$ cat src/rtl/bm1387_host_pkg.sv
// BM1387 host command master: shared frame constants, status codes and states.
// Optional error counters are enabled with BM1387_HOST_STATS_EN.
package bm1387_host_pkg;

    localparam logic [7:0] SYNC_REQ = 8'h55;
    localparam logic [7:0] SYNC_RSP = 8'hAA;

    localparam logic [7:0] CMD_STATUS   = 8'h01;
    localparam logic [7:0] CMD_TEMP     = 8'h02;
    localparam logic [7:0] CMD_HASHRATE = 8'h03;
    localparam logic [7:0] CMD_RESET    = 8'h04;

    typedef enum logic [1:0] {
        RSP_OK      = 2'b00,
        RSP_TIMEOUT = 2'b01,
        RSP_CHK_ERR = 2'b10,
        RSP_CMD_ERR = 2'b11
    } rsp_status_e;

    typedef enum logic [2:0] {
        S_IDLE,
        S_SEND,
        S_WAIT_HDR,
        S_RX_BODY,
        S_DONE
    } state_e;

    // Request frame byte at position idx: sync, cmd, arg, cmd^arg.
    function automatic logic [7:0] req_byte(
        input logic [1:0] idx,
        input logic [7:0] cmd,
        input logic [7:0] arg
    );
        logic [7:0] b;
        unique case (idx)
            2'd0:    b = SYNC_REQ;
            2'd1:    b = cmd;
            2'd2:    b = arg;
            default: b = cmd ^ arg;
        endcase
        return b;
    endfunction

endpackage

$ cat src/rtl/bm1387_host_cmd_master_timer.sv
// Response-window timer: cleared at end of request, counts while enabled,
// flags the last cycle of the window.
module host_timeout_timer #(
    parameter int TIMEOUT_CYCLES = 100000,
    parameter int TMO_W          = 17
) (
    input  logic clk,
    input  logic reset_n,
    input  logic i_clear,
    input  logic i_enable,
    output logic o_expired
);

    localparam logic [TMO_W-1:0] LAST = TMO_W'(TIMEOUT_CYCLES - 1);

    logic [TMO_W-1:0] r_cnt;
    logic             w_at_last;

    assign w_at_last = (r_cnt == LAST);
    assign o_expired = i_enable && w_at_last;

    always_ff @(posedge clk or negedge reset_n) begin
        if (!reset_n)
            r_cnt <= '0;
        else if (i_clear)
            r_cnt <= '0;
        else if (i_enable && !w_at_last)
            r_cnt <= r_cnt + 1'b1;
    end

endmodule

$ cat src/rtl/bm1387_host_cmd_master.sv
// BM1387 host command master: frames a request, sends it byte-wise, collects and checks the reply.
// Define BM1387_HOST_STATS_EN to add saturating timeout/checksum error counters.
module bm1387_host_cmd_master
    import bm1387_host_pkg::*;
#(
    parameter int TIMEOUT_CYCLES = 100000,
    parameter int TMO_W          = 17
) (
    input  logic        clk,
    input  logic        reset_n,
    input  logic        req_valid,
    output logic        req_ready,
    input  logic [7:0]  req_cmd,
    input  logic [7:0]  req_arg,
    output logic [7:0]  tx_byte,
    output logic        tx_byte_valid,
    input  logic        tx_byte_ready,
    input  logic [7:0]  rx_byte,
    input  logic        rx_byte_valid,
    output logic        rsp_valid,
    output logic [7:0]  rsp_cmd,
    output logic [15:0] rsp_data,
    output logic [1:0]  rsp_status,
`ifdef BM1387_HOST_STATS_EN
    output logic [15:0] err_timeout_cnt,
    output logic [15:0] err_chk_cnt,
`endif
    output logic        busy
);

    state_e      r_state, w_next;
    logic [7:0]  r_cmd, r_arg;
    logic [1:0]  r_idx, r_bidx;
    logic [7:0]  r_rx_cmd, r_rx_hi, r_rx_lo;
    logic        w_tx_hs, w_last_hs, w_rx_last;
    logic        w_tmo_en, w_expired, w_timeout;
    logic        w_chk_bad;
    rsp_status_e w_rx_status;

    assign w_tx_hs   = tx_byte_valid && tx_byte_ready;
    assign w_last_hs = (r_state == S_SEND) && w_tx_hs && (r_idx == 2'd3);
    assign w_rx_last = (r_state == S_RX_BODY) && rx_byte_valid && (r_bidx == 2'd3);
    assign w_tmo_en  = (r_state == S_WAIT_HDR) || (r_state == S_RX_BODY);
    // A final body byte landing on the expiry cycle still completes the frame.
    assign w_timeout = w_expired && !w_rx_last;
    assign w_chk_bad = (r_rx_cmd ^ r_rx_hi ^ r_rx_lo) != rx_byte;

    always_comb begin
        w_rx_status = RSP_OK;
        if (w_chk_bad)
            w_rx_status = RSP_CHK_ERR;
        else if (r_rx_cmd != r_cmd)
            w_rx_status = RSP_CMD_ERR;
    end

    host_timeout_timer #(
        .TIMEOUT_CYCLES(TIMEOUT_CYCLES),
        .TMO_W         (TMO_W)
    ) u_timer (
        .clk      (clk),
        .reset_n  (reset_n),
        .i_clear  (w_last_hs),
        .i_enable (w_tmo_en),
        .o_expired(w_expired)
    );

    always_ff @(posedge clk or negedge reset_n) begin
        if (!reset_n)
            r_state <= S_IDLE;
        else
            r_state <= w_next;
    end

    always_comb begin
        w_next = r_state;
        unique case (r_state)
            S_IDLE:     if (req_valid) w_next = S_SEND;
            S_SEND:     if (w_last_hs) w_next = S_WAIT_HDR;
            S_WAIT_HDR: begin
                if (w_expired)
                    w_next = S_DONE;
                else if (rx_byte_valid && rx_byte == SYNC_RSP)
                    w_next = S_RX_BODY;
            end
            S_RX_BODY:  if (w_rx_last || w_expired) w_next = S_DONE;
            S_DONE:     w_next = S_IDLE;
            default:    w_next = S_IDLE;
        endcase
    end

    always_comb begin
        req_ready = (r_state == S_IDLE);
        busy      = (r_state != S_IDLE);
    end

    always_ff @(posedge clk or negedge reset_n) begin
        if (!reset_n) begin
            tx_byte_valid <= 1'b0;
            tx_byte       <= 8'h00;
            rsp_valid     <= 1'b0;
            rsp_cmd       <= 8'h00;
            rsp_data      <= 16'h0000;
            rsp_status    <= RSP_OK;
            r_cmd         <= 8'h00;
            r_arg         <= 8'h00;
            r_idx         <= 2'd0;
            r_bidx        <= 2'd0;
            r_rx_cmd      <= 8'h00;
            r_rx_hi       <= 8'h00;
            r_rx_lo       <= 8'h00;
        end else begin
            rsp_valid <= 1'b0;
            if (r_state == S_IDLE && req_valid) begin
                r_cmd         <= req_cmd;
                r_arg         <= req_arg;
                r_idx         <= 2'd0;
                tx_byte_valid <= 1'b1;
                tx_byte       <= SYNC_REQ;
            end
            if (r_state == S_SEND && w_tx_hs) begin
                r_idx <= r_idx + 2'd1;
                if (r_idx == 2'd3)
                    tx_byte_valid <= 1'b0;
                else
                    tx_byte <= req_byte(r_idx + 2'd1, r_cmd, r_arg);
            end
            if (r_state == S_WAIT_HDR)
                r_bidx <= 2'd0;
            if (r_state == S_RX_BODY && rx_byte_valid) begin
                r_bidx <= r_bidx + 2'd1;
                unique case (r_bidx)
                    2'd0:    r_rx_cmd <= rx_byte;
                    2'd1:    r_rx_hi  <= rx_byte;
                    2'd2:    r_rx_lo  <= rx_byte;
                    default: ;
                endcase
            end
            if (w_rx_last) begin
                rsp_valid  <= 1'b1;
                rsp_cmd    <= r_rx_cmd;
                rsp_data   <= {r_rx_hi, r_rx_lo};
                rsp_status <= w_rx_status;
            end else if (w_timeout) begin
                rsp_valid  <= 1'b1;
                rsp_cmd    <= r_cmd;
                rsp_data   <= 16'h0000;
                rsp_status <= RSP_TIMEOUT;
            end
        end
    end

`ifdef BM1387_HOST_STATS_EN
    always_ff @(posedge clk or negedge reset_n) begin
        if (!reset_n) begin
            err_timeout_cnt <= 16'h0000;
            err_chk_cnt     <= 16'h0000;
        end else begin
            if (w_timeout && err_timeout_cnt != 16'hFFFF)
                err_timeout_cnt <= err_timeout_cnt + 16'd1;
            if (w_rx_last && w_chk_bad && err_chk_cnt != 16'hFFFF)
                err_chk_cnt <= err_chk_cnt + 16'd1;
        end
    end
`endif

endmodule
$ cat config.mk
export PLATFORM = sky130hd
export DESIGN_NAME = bm1387_host_cmd_master
export DESIGN_NICKNAME = d
export VERILOG_FILES = /design/src/rtl/bm1387_host_pkg.sv /design/src/rtl/bm1387_host_cmd_master_timer.sv /design/src/rtl/bm1387_host_cmd_master.sv
export SDC_FILE = /design/constraint.sdc
export NUM_CORES = 1
export LEC_CHECK = 0
export ABC_AREA = 1
export ABC_CLOCK_PERIOD_IN_PS = 2400
export CORE_ASPECT_RATIO = 0.5
export CORE_MARGIN = 5
export CORE_UTILIZATION = 60
export CTS_CLUSTER_DIAMETER = 120
export DETAILED_ROUTE_END_ITERATION = 7
export PLACE_DENSITY_LB_ADDON = 0.05
export RECOVER_POWER = 25
export SYNTH_ARGS = -nofsm -noshare
export SYNTH_HDL_FRONTEND = slang
export SYNTH_SLANG_ARGS = --single-unit
$ cat constraint.sdc
create_clock -name clk -period 2.4 [get_ports clk]
set_input_delay 0.6 -clock clk [delete_from_list [all_inputs] [get_ports clk]]
set_output_delay 0.6 -clock clk [all_outputs]
set_load 0.02 [all_outputs]
After elaboration in Yosys (flattened, before gate mapping). Index checks and enable logic that the tools add are counted.

Reduce and logical (&&, ||, !) cells: 26. Add/subtract/negate cells: 3. Bitwise logic cells: 3. Div/mod/pow operators: 0. $mul: 0. Equal/unequal tests: 17. Muxes and demuxes: 29. Shifts and indexed selects: 0. $lt $le $gt $ge: 0.

Operators by type and width (number): $mux 8 (5); $mux 17 (2); $mux 16 (2); $pmux 8 s3 (1); $xor 8x8->8 (3); $add 17x1->17 const B (1); $eq 17x17->1 const B (1); $mux 2 (8); $ne 8x8->1 (2); $mux 3 (5); $pmux 3 s4 (1); $logic_and 1x1->1 (10); $eq 2x2->1 const B (4); $eq 8x8->1 const B (1); $reduce_bool 2->1 (4); $eq 3x2->1 const B (2); $reduce_and 2->1 (3); $mux 1 (5); $add 2x1->2 const B (2); $eq 2x1->1 const B (2); $logic_not 2->1 (2); $ne 2x1->1 const B (2); $reduce_and 4->1 (1); $eq 3x1->1 const B (1); other kinds (6) (8).

Bits in latches: 0. Memories: 0. Logic and storage cells: 93. Output and inout bits: 38. Flip-flop bits (word level): 100. ROM bits: 0. Bits of input ports: 29. RAM bits: 0.

Logic depth before layout (Yosys ltp). Gate-level depths: netlist of run 1.

Word-level depth: 7. Depth in mapped cells: 11. Gate-level depth less buffers: 11.

By module. Synthesis of run 1 repeated with hierarchy kept, for this count alone.

Cell total of the unflattened synthesis: 701. Area, all modules: 5360.1 µm².

Modules (own cells, without submodules): bm1387_host_cmd_master (cells an instance 514, sequential area each 2077.0 µm², area each 4150.2 µm², instances 1); host_timeout_timer (cells an instance 187, sequential area each 425.4 µm², area each 1209.9 µm², instances 1).

Least setup slack after synthesis of run 1. No wires, ideal clock.

Path kind: register to register. From: reg u_timer.r_cnt[0]. To: reg u_timer.r_cnt[8]. Path buffers: 0. Clock period less this slack: 1.594 ns. Data required time: 2.281 ns. Setup time: 0.119 ns. Arrival: 1.475 ns. Path slack: 0.806 ns. Stages on the path, launching flop included: 11. Path through: dfrtp_1 > ha_1 > nand2_1 > clkinv_1 > nand2_2 > nor2_4 > nand2_2 > nand2_4 > o21ai_0 > nand2_1 > o21a_1.

Longest elaborated chain between the ends: 4. Elaborated cells between the ends (all ways): 7. Classes of those cells: add/sub (1); eq/ne (1); mux (2); reduce/logical (3).

RTL lines: from (decl) (line bm1387_host_cmd_master_timer.sv:16) `logic [TMO_W-1:0] r_cnt;`; from (signal assigned) (line bm1387_host_cmd_master_timer.sv:28) `r_cnt <= r_cnt + 1'b1;`; parallel branches: the longest is 4 deep, another holds $add 17x1->17.

Parallel ways; which one is timed is not known. The select of a mux whose other input is x is not followed. A chain may end at the register's enable or synchronous reset.

Worst setup path in the final report of run 1.
From: reg r_state[1]. To: out req_ready.

Longest elaborated chain between the ends: 1.

RTL lines: from (decl) (line bm1387_host_cmd_master.sv:31) `state_e r_state, w_next;`; from (signal assigned) (line bm1387_host_cmd_master.sv:71) `r_state <= w_next;`; $logic_not 3->1 (line bm1387_host_cmd_master.sv:92) `req_ready = (r_state == S_IDLE);`; to (decl) (line bm1387_host_cmd_master.sv:12) `output logic req_ready,`.

No other way between the ends.

==> results of run 1 <==
## flip-flops by register name, summed over array words and instances (netlist names), 2 cells and up
name           cells
u_timer.r_cnt     17
tx_byte            8
r_bidx             2
r_rx_lo            8
rsp_cmd            8
r_rx_hi            8
rsp_status         2
r_arg              8
r_idx              2
r_cmd              8
r_state            3
r_rx_cmd           8
rsp_data          16
## power by group through the flow
stage,clock (mW),sequential [mW],combinational [mW]
final,1.66,3.08,3.45
after global routing,1.74,3.18,3.88
after CTS,1.67,3.07,3.46
after detailed placement,0,3.09,3.41
after global placement,0,3.06,3.31
after floorplan,0,3.15,2.22
## kinds of logic after synthesis
logic type	count (synthesis)	share of synthesized area
flops	100	0.4585
simple gates	342	0.2806
buf+inv	96	0.08115
compound gates	106	0.1206
xor+xnor	24	0.03851
fa+ha+maj	9	0.02063
## critical path: stages (launching register included)
cell and delay (ps):
dfrtp_1 390, nor2_2 160, nand2_1 100, inv_1 110, clkdlybuf4s50_1 610
## cell usage after synthesis
| library cell | number |
|---|---|
| nand2_1 | 209 |
| dfrtp_1 | 100 |
| inv_1 | 68 |
| o21ai_0 | 55 |
| nor2_1 | 49 |
| nand3_1 | 27 |
| nand2_2 | 24 |
| o21ai_2 | 16 |
| xor2_1 | 13 |
| xnor2_1 | 11 |
| a22o_1 | 9 |
| ha_1 | 9 |
| a31oi_1 | 8 |
| nand4_1 | 8 |
| nor3_1 | 8 |
| a21oi_1 | 6 |
| buf_2 | 6 |
| buf_6 | 6 |
| inv_2 | 5 |
| nor2_4 | 5 |
| clkbuf_2 | 3 |
| clkinv_1 | 3 |
| nor2_2 | 3 |
| o21ai_1 | 3 |
| a21oi_2 | 2 |
| and2_1 | 2 |
| inv_4 | 2 |
| nand2_4 | 2 |
| nand2_8 | 2 |
| o22ai_1 | 2 |
| buf_12 | 1 |
| clkbuf_1 | 1 |
| inv_6 | 1 |
| nand3_4 | 1 |
| nand3b_1 | 1 |
| nand4_2 | 1 |
| o211ai_1 | 1 |
| o21a_1 | 1 |
| o21bai_1 | 1 |
| o221ai_1 | 1 |
| o31ai_1 | 1 |
## metrics by stage
step                      cells  utilization  hold WS (ps)  power (mW)  worst slack, ps
after global routing        862       0.7378         523.3       8.809            24.13
after CTS                   862       0.7396         153.5       8.203            94.56
final                       862       0.7378         489.9       8.193            94.53
after detailed placement    847       0.7011         475.4       6.498            221.1
after floorplan             677            -         304.4       5.371            806.3
after global placement      847       0.7011         475.5       6.379            247.3
## cell type report
cell class | count | share of cell area
clock buffer | 10 | 0.03682
clock inverter | 5 | 0.01542
inverter | 79 | 0.04722
multi-input combinational | 481 | 0.3870
sequential | 100 | 0.3855
tap | 117 | 0.02255
timing repair buffer | 70 | 0.1054
## per-layer routing
layer	routed length [µm]	vias to the layer above	share of wire	track usage
li1	-	2275	-	-
met2	6381	105	0.50	0.4154
met3	513	20	0.040	0.04791
met5	0	-	0	0
met4	192	0	0.015	0.06611
met1	5763	2218	0.45	0.3242
## worst max-delay path by stage
stage | start | depth (start not counted) | endpoint | slack [ps]
after floorplan | u_timer.r_cnt[0] | 10 | u_timer.r_cnt[8] | 810
after global placement | rx_byte_valid | 7 | rsp_data[4] | 250
after detailed placement | rx_byte_valid | 7 | rsp_data[11] | 220
after CTS | r_state[1] | 4 | req_ready | 90
after global routing | r_state[1] | 4 | req_ready | 20
final | r_state[1] | 4 | req_ready | 90
==> impl_metrics.env, run 1 <==
export IMPL_num_fill_cells=686
export IMPL_cts_hold_repair_buffers=0
export IMPL_path_class="register to output pin"
export IMPL_clock_sinks=100
export IMPL_vias_in_the_first_global_route=4582
export IMPL_clk_pin_slew_worst_paths_ps=70
export IMPL_final_max_slew_violation_count=0
export IMPL_worst_hold_class="register to register"
export IMPL_netlist_top_cells_area="dfrtp_1, nand2_1, o21ai_0, inv_1, nor2_1"
export IMPL_cts_buffer_depth=2
export IMPL_clk_tree_root_cell="clkbuf_16"
export IMPL_drt_first_iter_violations=302
export IMPL_worst_vdd_drop_mv=0.6638
export IMPL_min_period_ps=2305
export IMPL_die_width_um=144.9
export IMPL_hold_depth=2
export IMPL_hpwl_dp_mm=9.275
export IMPL_power_per_cell_area_nw_per_um2=1262
export IMPL_postSynthAreaPerCell_um2=8.062
export IMPL_synth_warning_count=0
export IMPL_worst_ep_arrival_time_ps=1710
export IMPL_critical_path_peak_fanout=3
export IMPL_final_count_of_hold_timing_violations=0
export IMPL_synth_seq_cells=100
export IMPL_post_synth_num_cell_types=41
export IMPL_multi_input_logic_area_um2=2512
export IMPL_power_sequential_fraction=0.377
export IMPL_wl_mm=12.85
export IMPL_cts_tree="yes"
export IMPL_dr_total_vias=4618
export IMPL_postSynthCellCount=677
export IMPL_seq_area_frac_synth=0.4585
export IMPL_clock_skew_ps=6.892
export IMPL_r2r_start="u_timer.r_cnt[0]"
export IMPL_netlist_area_um2=5458
export IMPL_setup_reg_to_reg_worst_slack_ps=540
export IMPL_grt_max_degree=48
export IMPL_layout_cells_most_common="nand2_1"
export IMPL_worstHoldStart="rsp_data[6]"
export IMPL_ant_nets=0
export IMPL_power_static_leakage_nw=3.110
export IMPL_crit_path_start_kind="register"
export IMPL_grt_first_pass_wirelength_mm=22.15
export IMPL_period_share=0.9606
export IMPL_antenna_cells_inserted=0
export IMPL_finalSetupTns_ps=0
export IMPL_post_cts_setup_buffers=0
export IMPL_clock_power_share=0.203
export IMPL_insertion_delay_ps=350
export IMPL_max_cap_violations=0
export IMPL_cts_made_buffers=9
export IMPL_finalInstanceArea_um2=6491
export IMPL_die_height_um=77.44
export IMPL_setup_viol_count_final=0
export IMPL_placement_cell_area_um2=6168
export IMPL_required_ps=1800
export IMPL_netSwitchingPower_mw=3.363
export IMPL_timing_max_slew_rel_slack=0.1773
export IMPL_placement_io_buffers=66
export IMPL_grt_setup_unrepaired="false"
export IMPL_most_common_layout_cells="nand2_1, dfrtp_1, inv_1"
export IMPL_worst_r2r_endpoint="u_timer.r_cnt[8]"
export IMPL_floorplan_die_area_um2=11220
export IMPL_min_delay_worst_endpoint="rsp_data[6]"
export IMPL_gr_total_overflow=0
export IMPL_sw_frac=0.4105
export IMPL_setup_worst_path_end_class="output pin"
export IMPL_synth_largest_area_cell="dfrtp_1"
export IMPL_h_tree_level_count=3
export IMPL_core_area_um2=8798
export IMPL_synthDominantCellAreaShare=0.4585
export IMPL_rr_worst_depth=10
export IMPL_antenna_found_initial=0
export IMPL_grt_util_all_layers=0.2452
export IMPL_finish_net_count=779
export IMPL_detail_route_wl_per_cell_um=14.91
export IMPL_comb_power_share=0.421
export IMPL_timing_fmax_mhz=433.8
export IMPL_run_status="complete, no violations"
export IMPL_worst_slew_pin_transition_ps=1234
export IMPL_post_drt_via_cell_ratio=5.357
export IMPL_drive_gt1_frac=0.1114
export IMPL_rows=24
export IMPL_power_report_internal_total_mw=4.830
export IMPL_ctsResizeCount=0
export IMPL_place_gp_congestion=0.8756
export IMPL_synth_net_count=715
export IMPL_start_util=0.6203
export IMPL_detailedRoute_firstPassIterationCount=5
export IMPL_design_portCount=67
export IMPL_route_detailed_drc=0
export IMPL_area_added_between_synthesis_and_finish_pct=18.94
export IMPL_final_seq_area_um2=2502
Note: power is estimated with default switching activity, not from simulation.
==> run 2, diff against run 1 <==
Settings changed: REMOVE_ABC_BUFFERS from default to 1.
==> impl_metrics.env, run 2 (synthesis gave the netlist of run 1 again) <==
export IMPL_run_status="finished, violations left"
export IMPL_failing_checks="max-capacitance violations, max-slew violations"
export IMPL_power_static_leakage_nw=3.140
export IMPL_largest_register_ffs=17
export IMPL_rr_worst_depth=10
export IMPL_design_portCount=67
export IMPL_cts_made_buffers=9
export IMPL_clock_power_share=0.217
export IMPL_area_added_between_synthesis_and_finish_pct=19.95
export IMPL_power_per_cell_area_nw_per_um2=1265
export IMPL_antenna_found_initial=0
export IMPL_required_ps=1800
export IMPL_post_cts_setup_buffers=0
export IMPL_final_max_slew_violation_count=30
export IMPL_sw_frac=0.4027
export IMPL_ant_nets=0
export IMPL_vias_in_the_first_global_route=4513
export IMPL_dr_total_vias=4570
export IMPL_worstHoldStart="rsp_data[6]"
export IMPL_power_report_internal_total_mw=4.948
export IMPL_detailedRoute_firstPassIterationCount=5
export IMPL_finalSetupTns_ps=0
export IMPL_worst_r2r_endpoint="rsp_data[3]"
export IMPL_insertion_delay_ps=350
export IMPL_grt_util_all_layers=0.2441
export IMPL_setup_reg_to_reg_worst_slack_ps=550
export IMPL_clk_pin_slew_worst_paths_ps=70
export IMPL_placement_io_buffers=66
export IMPL_core_area_um2=8798
export IMPL_clk_tree_root_cell="clkbuf_16"
export IMPL_comb_power_share=0.414
export IMPL_cts_tree="yes"
export IMPL_critical_path_peak_fanout=5
export IMPL_ctsResizeCount=0
export IMPL_clock_sinks=100
export IMPL_crit_path_start_kind="register"
export IMPL_path_class="register to output pin"
export IMPL_setup_worst_path_end_class="output pin"
export IMPL_total_power_mw=8.283
export IMPL_max_cap_violations=1
export IMPL_gr_total_overflow=0
export IMPL_worst_vdd_drop_mv=0.7856
export IMPL_hpwl_dp_mm=9.113
export IMPL_largest_registers="u_timer.r_cnt (17), rsp_data (16)"
export IMPL_worst_slew_pin_transition_ps=1690
export IMPL_wl_mm=12.64
export IMPL_netSwitchingPower_mw=3.335
export IMPL_antenna_cells_inserted=0
export IMPL_h_tree_level_count=3
export IMPL_min_delay_worst_endpoint="rsp_data[6]"
export IMPL_layout_cells_most_common="nand2_1"
export IMPL_hold_depth=2
export IMPL_cts_buffer_depth=2
export IMPL_r2r_start="u_timer.r_cnt[0]"
export IMPL_grt_setup_unrepaired="false"
export IMPL_timing_max_slew_rel_slack=-0.1263
export IMPL_post_drt_via_cell_ratio=5.289
export IMPL_critPathMaxStageDelay_ps=620
export IMPL_die_height_um=77.44
export IMPL_setup_viol_count_final=0
export IMPL_most_common_layout_cells="nand2_1, dfrtp_1, inv_1"
export IMPL_start_util=0.6203
export IMPL_critical_path_buf_inv_count=2
export IMPL_worst_ep_arrival_time_ps=1550
export IMPL_timing_fmax_mhz=465.2
export IMPL_die_width_um=144.9
export IMPL_cts_hold_repair_buffers=0
export IMPL_drive_gt1_frac=0.1151
export IMPL_worstPathCellList="inv_2 > nand2_1 > clkdlybuf4s50_1"
export IMPL_min_period_ps=2150
export IMPL_route_detailed_drc=0
export IMPL_rows=24
export IMPL_critPathTopFamily="buffers and inverters"
export IMPL_grt_first_pass_wirelength_mm=21.80
export IMPL_place_gp_congestion=0.9029
export IMPL_finalCoreUtilization=0.7440
export IMPL_regMostFlops="u_timer.r_cnt"
export IMPL_final_count_of_hold_timing_violations=0
export IMPL_finish_net_count=780
export IMPL_clock_skew_ps=6.566
export IMPL_detail_route_wl_per_cell_um=14.63
export IMPL_grt_max_degree=54
export IMPL_worst_hold_class="register to register"
export IMPL_period_share=0.8957
export IMPL_floorplan_die_area_um2=11220
export IMPL_drt_first_iter_violations=250
export IMPL_power_sequential_fraction=0.369
export IMPL_slowest_stage="clkdlybuf4s50_1"
[run 2: cell count changes in the layout (fill, tap and decap cells not counted)]
cell / change
bufinv_16: +1
clkbuf_4: -1
clkinv_2: -2
buf_12: +1
nor2_2: +1
nor2_1: -1
buf_4: -1
dlymetal6s2s_1: +1
clkdlybuf4s50_1: -1
clkinvlp_4: +2
clkbuf_2: +2
[run 2: how the worst max path moves through the flow]
| stage | cells past startpoint | slack [ps] | endpoint | from |
|---|---|---|---|---|
| 3_5_place_dp | 8 | 240 | u_timer.r_cnt[15] | tx_byte_ready |
| 5_1_grt | 3 | 150 | busy | r_state[1] |
| 3_3_place_gp | 8 | 280 | u_timer.r_cnt[15] | tx_byte_ready |
| 4_1_cts | 4 | 30 | req_ready | r_state[1] |
| 2_1_floorplan | 6 | 80 | r_idx[0] | r_state[1] |
| 6_report | 3 | 250 | busy | r_state[0] |
[run 2: cell type report]
type | instances | area, µm²
Multi-Input combinational cell | 481 | 2515
Inverter | 79 | 306.5
Clock inverter | 6 | 135.1
Timing Repair Buffer | 71 | 701.9
Fill cell | 706 | 2252
Clock buffer | 10 | 239.0
Sequential cell | 100 | 2502
Tap cell | 117 | 146.4
[run 2: metal layers]
layer	global-route usage	vias up	routed length, µm
met4	0.07169	0	180
li1	-	2278	-
met3	0.06081	15	819
met1	0.3283	2160	5702
met5	0	-	0
met2	0.3943	117	5933
[run 2: worst min-delay path: stages, from the launching register on]
cell     delay, ps
dfrtp_1        350
nand2_2         60
o21ai_2         50
[run 2: power by group through the flow]
stage / Combinational [mW] / Clock [mW] / Sequential [mW]
detailed placement: 3.40 / 0 / 3.07
finish: 3.43 / 1.80 / 3.05
global placement: 3.30 / 0 / 3.04
floorplan: 2.11 / 0 / 3.17
global route: 3.90 / 1.89 / 3.15
CTS: 3.45 / 1.82 / 3.05
[run 2: metrics by stage]
| stage | worst slack [ps] | instance area [µm²] | cells | hold slack (ps) |
|---|---|---|---|---|
| after detailed placement | 243.7 | 6178 | 848 | 477.0 |
| final | 250.3 | 6546 | 864 | 489.4 |
| after CTS | 28.63 | 6553 | 864 | 185.3 |
| after global placement | 278.1 | 6178 | 848 | 473.2 |
| after floorplan | 84.60 | 5321 | 660 | 304.4 |
| after global routing | 151.2 | 6546 | 864 | 514.6 |
